<file path="src/rtl/pwm_array_peripheral.sv">
// Multi-channel PWM peripheral: one shared prescaled period counter and per-channel
// shadowed duty compare, so duty updates only take effect on period boundaries.

module pwm_channel #(
    parameter int CNT_WIDTH = 8
) (
    input  logic                 clk,
    input  logic                 rst_n,
    input  logic                 load,
    input  logic                 en_out,
    input  logic                 en_pwm,
    input  logic [CNT_WIDTH-1:0] duty,
    input  logic [CNT_WIDTH-1:0] cnt,
    output logic                 out
);
    logic [CNT_WIDTH-1:0] shadow;
    logic                 raw;

    // cnt never exceeds 2^W-2, so an all-ones duty keeps the pin high for the full period
    assign raw = (cnt < shadow);

    always_ff @(posedge clk or negedge rst_n) begin
        if (!rst_n) begin
            shadow <= '0;
            out    <= 1'b0;
        end else begin
            if (load)
                shadow <= duty;
            out <= en_out & (~en_pwm | raw);
        end
    end
endmodule

module pwm_array_peripheral #(
    parameter int NUM_CH         = 16,
    parameter int CNT_WIDTH      = 8,
    parameter int PRESCALE_WIDTH = 8
) (
    input  logic                          clk,
    input  logic                          rst_n,
    input  logic [NUM_CH-1:0]             en_out,
    input  logic [NUM_CH-1:0]             en_pwm,
    input  logic [NUM_CH*CNT_WIDTH-1:0]   duty_flat,
    input  logic [PRESCALE_WIDTH-1:0]     prescale,
    output logic [NUM_CH-1:0]             out,
    output logic                          period_start
);
    localparam logic [CNT_WIDTH-1:0] MAX = {{(CNT_WIDTH-1){1'b1}}, 1'b0};

    logic [PRESCALE_WIDTH-1:0]           pre_cnt;
    logic [CNT_WIDTH-1:0]                cnt;
    logic                                loaded;
    logic                                tick;
    logic                                wrap;
    logic                                load;
    logic [NUM_CH-1:0][CNT_WIDTH-1:0]    duty_arr;
    logic [NUM_CH-1:0]                   ch_out;

    assign duty_arr = duty_flat;

    // >= rather than == so that lowering prescale mid-count ticks immediately
    assign tick = (pre_cnt >= prescale);
    assign wrap = tick && (cnt == MAX);
    assign load = wrap || !loaded;

    always_ff @(posedge clk or negedge rst_n) begin
        if (!rst_n) begin
            pre_cnt      <= '0;
            cnt          <= '0;
            loaded       <= 1'b0;
            period_start <= 1'b0;
        end else begin
            pre_cnt      <= tick ? '0 : pre_cnt + 1'b1;
            if (tick)
                cnt <= (cnt == MAX) ? '0 : cnt + 1'b1;
            loaded       <= 1'b1;
            period_start <= wrap;
        end
    end

    for (genvar i = 0; i < NUM_CH; i++) begin : g_ch
        pwm_channel #(.CNT_WIDTH(CNT_WIDTH)) u_ch (
            .clk    (clk),
            .rst_n  (rst_n),
            .load   (load),
            .en_out (en_out[i]),
            .en_pwm (en_pwm[i]),
            .duty   (duty_arr[i]),
            .cnt    (cnt),
            .out    (ch_out[i])
        );
    end

    assign out = ch_out;
endmodule

</file>
<file path="config.mk">
export PLATFORM = sky130hd
export DESIGN_NAME = pwm_array_peripheral
export DESIGN_NICKNAME = d
export VERILOG_FILES = /design/src/rtl/pwm_array_peripheral.sv
export SDC_FILE = /design/constraint.sdc
export NUM_CORES = 1
export LEC_CHECK = 0
export ABC_CLOCK_PERIOD_IN_PS = 4650
export CORE_MARGIN = 3
export CORE_UTILIZATION = 30
export CTS_CLUSTER_SIZE = 30
export DETAILED_ROUTE_END_ITERATION = 6
export PLACE_DENSITY = 0.49
export SYNTH_ARGS = -nofsm -noshare
export SYNTH_HDL_FRONTEND = slang
export SYNTH_HIERARCHICAL = 1
export SYNTH_SLANG_ARGS = --single-unit
</file>
<file path="constraint.sdc">
create_clock -name clk -period 4.65 [get_ports clk]
set_input_delay 0.6975 -clock clk [delete_from_list [all_inputs] [get_ports clk]]
set_output_delay 0.6975 -clock clk [all_outputs]
set_load 0.01 [all_outputs]
</file>
==> PnR_summary.wiki <==
{| class="wikitable"
! Metric !! Value
|-
| Outcome || finished, final reports clean
|-
| TritonCTS clock tree || built
|-
| Commonest register cell after synthesis || sky130_fd_sc_hd__dfrtp_1
|-
| Category of the worst setup path launch point || input pin
|-
| Aggregate global routing overflow || 0
|-
| HPWL after DPL || 16000 um
|-
| Placer congestion estimate || 0.722
|-
| Worst setup EP type || register
|-
| Average routed wire per standard cell || 15.6 um
|-
| Worst Setup Path Type || input pin to register
|-
| Synth-to-Final Area Change || 33.8%
|-
| Number of distinct library cells after synthesis || 36
|-
| # IOs || 187
|-
| Share of the synthesized area in the top cell type || 45.8%
|-
| Endpoint required time on the critical path || 4.96 ns
|-
| Die height || 178 um
|-
| Fin Clk Skew || 0.0129 ns
|-
| TritonCTS sink count || 162
|-
| List of cells traversed by the critical path || clkdlybuf4s50_1 > inv_1 > ha_1 > nand4_1 > o31ai_4 > buf_4 > and2_1 > nand2b_4 > buf_12 > mux2_2
|-
| Net Count, Synth || 1218
|-
| Number of CTS-inserted buffers || 17
|-
| Layout cell share with drive strength beyond 1 || 5.89%
|-
| Largest stage delay on the critical path || 0.45 ns
|-
| DRT iter0 DRCs || 341
|-
| Power per standard cell area || 360 mW/mm^2
|-
| Pre-Repair DR Iteration Count || 4
|-
| Number of rows created at floorplan || 62
|-
| Commonest non-fill, non-tap cell in the layout || sky130_fd_sc_hd__clkdlybuf4s50_1
|-
| Global-route wire length before repair || 37900 um
|-
| Ys Warns || 6
|-
| Antenna violations before repair || 0
|-
| Max Fclk || 0.323 GHz
|-
| Ratio of final minimum period to clock period || 66.6%
|-
| Initial standard-cell utilization of the core || 30.6%
|-
| Leakage || 5.64 nW
|-
| FF+latch count, synth || 162
|-
| Number of hold violations in the final report || 0
|-
| TNS Setup || 0 ns
|-
| Min-delay worst type || input pin to asynchronous set/reset pin
|-
| Multi-input gate area in the final layout || 0.00416 mm^2
|-
| Cell type of the slowest stage on the worst timing path || sky130_fd_sc_hd__clkdlybuf4s50_1
|-
| Slew margin rel. || 37.9%
|-
| Final setup violation count || 0
|-
| H-tree levels || 4
|-
| Cell area after placement || 0.0113 mm^2
|-
| Number of nets with antenna violations after detailed routing || 0
|-
| Worst-Skew Late Latency || 0.43 ns
|-
| Total Die Area || 0.0316 mm^2
|-
| Post-route DRC violation count || 0
|-
| Core area || 0.0289 mm^2
|-
| PortBufs || 186
|-
| Hold-fix buffers at CTS || 0
|-
| Shortest clock period the worst path allows after layout || 3.10 ns
|-
| Register cell area after layout || 0.00405 mm^2
|-
| Biggest fanout along the worst timing path || 104
|-
| Number of nets in the layout || 1418
|-
| Total via count in the routed design || 6868
|-
| CP Buf/Inv Count || 4
|-
| Netlist area before placement || 0.00886 mm^2
|-
| Largest cells by area after synthesis || sky130_fd_sc_hd__dfrtp_1, sky130_fd_sc_hd__ha_1, sky130_fd_sc_hd__o21ai_0
|-
| Clock slew seen by the registers of the worst setup and hold paths || 0.07 ns
|-
| Via count of the first global-routing pass || 7222
|-
| Clock tree buffer depth || 2
|-
| Max cap viols || 0
|-
| Cell family contributing the most delay on the critical path || buffers and inverters
|-
| RSZ-0062 raised after global routing || no
|-
| Resized Gates After CTS || 0
|-
| Overall routed net length || 23800 um
|-
| Critical path data arrival time || 3.41 ns
|-
| Global router's overall resource usage || 15.5%
|-
| Via/cell ratio || 4.51
|-
| Final number of max-transition violations || 0
|-
| Horizontal extent of the die || 178 um
|-
| Cell at the root of the clock tree || sky130_fd_sc_hd__clkbuf_16
|-
| Mean instance size in the synthesized netlist || 9.58 um^2
|-
| Post-synth ARST share || 100%
|-
| Peak supply drop || 0.224 mV
|-
| Final instance area || 0.0119 mm^2
|-
| Synth area leader || sky130_fd_sc_hd__dfrtp_1
|-
| Worst slew pin tran || 0.931 ns
|-
| Number of post-CTS setup repair buffers || 0
|-
| Largest net degree at the start of global routing || 105
|-
| Highest-count cells in the layout ignoring fill and taps || sky130_fd_sc_hd__clkdlybuf4s50_1, sky130_fd_sc_hd__dfrtp_1, sky130_fd_sc_hd__inv_1
|-
| Sequential area share after synthesis || 45.8%
|-
| Cell count after synthesis || 925
|-
| Number of enable-type register cells in the synthesized netlist || 0
|-
| Total of fill cells in the finished design || 2863
|}
## kinds of logic (layout without fill, tap and decap cells)
logic type,after synthesis,after routing,synth area share (%)
AO/OA/AOI/OAI,243,243,16.8
flip-flops,162,162,45.8
buffers and inverters,172,385,7.39
other,1,2,0.0423
multiplexers,18,18,2.26
XOR/XNOR,6,6,0.593
adder cells (fa/ha/maj),123,123,17.4
AND/OR/NAND/NOR,200,200,9.74
## synthesized netlist by cell type (all sizes together) (18+ instances only)
cell      n
nand3    21
a21oi    50
inv     154
nand2b   18
nand2   136
dfrtp   162
o21ai   133
ha      123
## registers in the layout, indices dropped and copies added (netlist names)
| signal | cells |
|---|---|
| loaded | 1 |
| g_ch.u_ch/shadow | 128 |
| period_start | 1 |
| cnt | 8 |
| pre_cnt | 8 |
| g_ch.u_ch/out | 16 |
## where the power goes
group | internal, W | switching [W] | total (W)
combinational | 0.000560 | 0.000647 | 0.00121
sequential | 0.00157 | 0.000107 | 0.00167
clock | 0.000736 | 0.000655 | 0.00139
total | 0.00286 | 0.00141 | 0.00427
## routing by layer
metal  vias up  global-route usage [%]  wire [um]
met4         0                    3.08        155
li1       3552                       -          -
met5         -                       0          0
met2       134                    25.4      11000
met3        11                    3.81       1210
met1      3171                    20.8      11400
## layout make-up
cell class / count / area share (%)
Antenna cell: 1 / 0.0211
Clock buffer: 19 / 3.82
Clock inverter: 13 / 0.982
Inverter: 154 / 4.88
Multi-Input combinational cell: 591 / 35.1
Sequential cell: 162 / 34.2
Tap cell: 384 / 4.05
Timing Repair Buffer: 199 / 17.0
## metrics by stage
stage	power [W]	util, %	cells	setup WS [ns]	hold slack, ns
final	0.00427	41.0	1523	1.55	0.355
after floorplan	0.00241	-	925	0.794	0.402
after global placement	0.00291	39.0	1490	1.20	0.491
after CTS	0.00437	41.0	1522	1.60	0.402
after detailed placement	0.00293	39.0	1490	1.14	0.499
after global routing	0.00460	41.0	1522	1.42	0.415
## path summary, 6_finish.rpt
| kind | cells past startpoint | slack, ns | start | to |
|---|---|---|---|---|
| min in group clk | 1 | 0.51 | g_ch[2].u_ch/shadow[0] | g_ch[2].u_ch/shadow[0] |
| max in group asynchronous | 2 | 3.40 | rst_n | g_ch[15].u_ch/out |
| worst max-delay path | 10 | 1.55 | prescale[7] | g_ch[7].u_ch/shadow[0] |
| worst min register to register | 1 | 0.51 | g_ch[2].u_ch/shadow[0] | g_ch[2].u_ch/shadow[0] |
| worst max register to register | 10 | 1.67 | cnt[0] | g_ch[6].u_ch/shadow[4] |
| worst min-delay path | 1 | 0.35 | rst_n | g_ch[4].u_ch/shadow[5] |
## worst reg2reg max path, delay by kind of cell (launching register included)
kind	cells	cell delay, ns
AND/OR/NAND/NOR	5	0.94
AO/OA/AOI/OAI	1	0.07
adder cells (fa/ha/maj)	1	0.25
buffers and inverters	3	0.68
flip-flops	1	0.92
No activity file was read; power rests on OpenSTA's default activity.
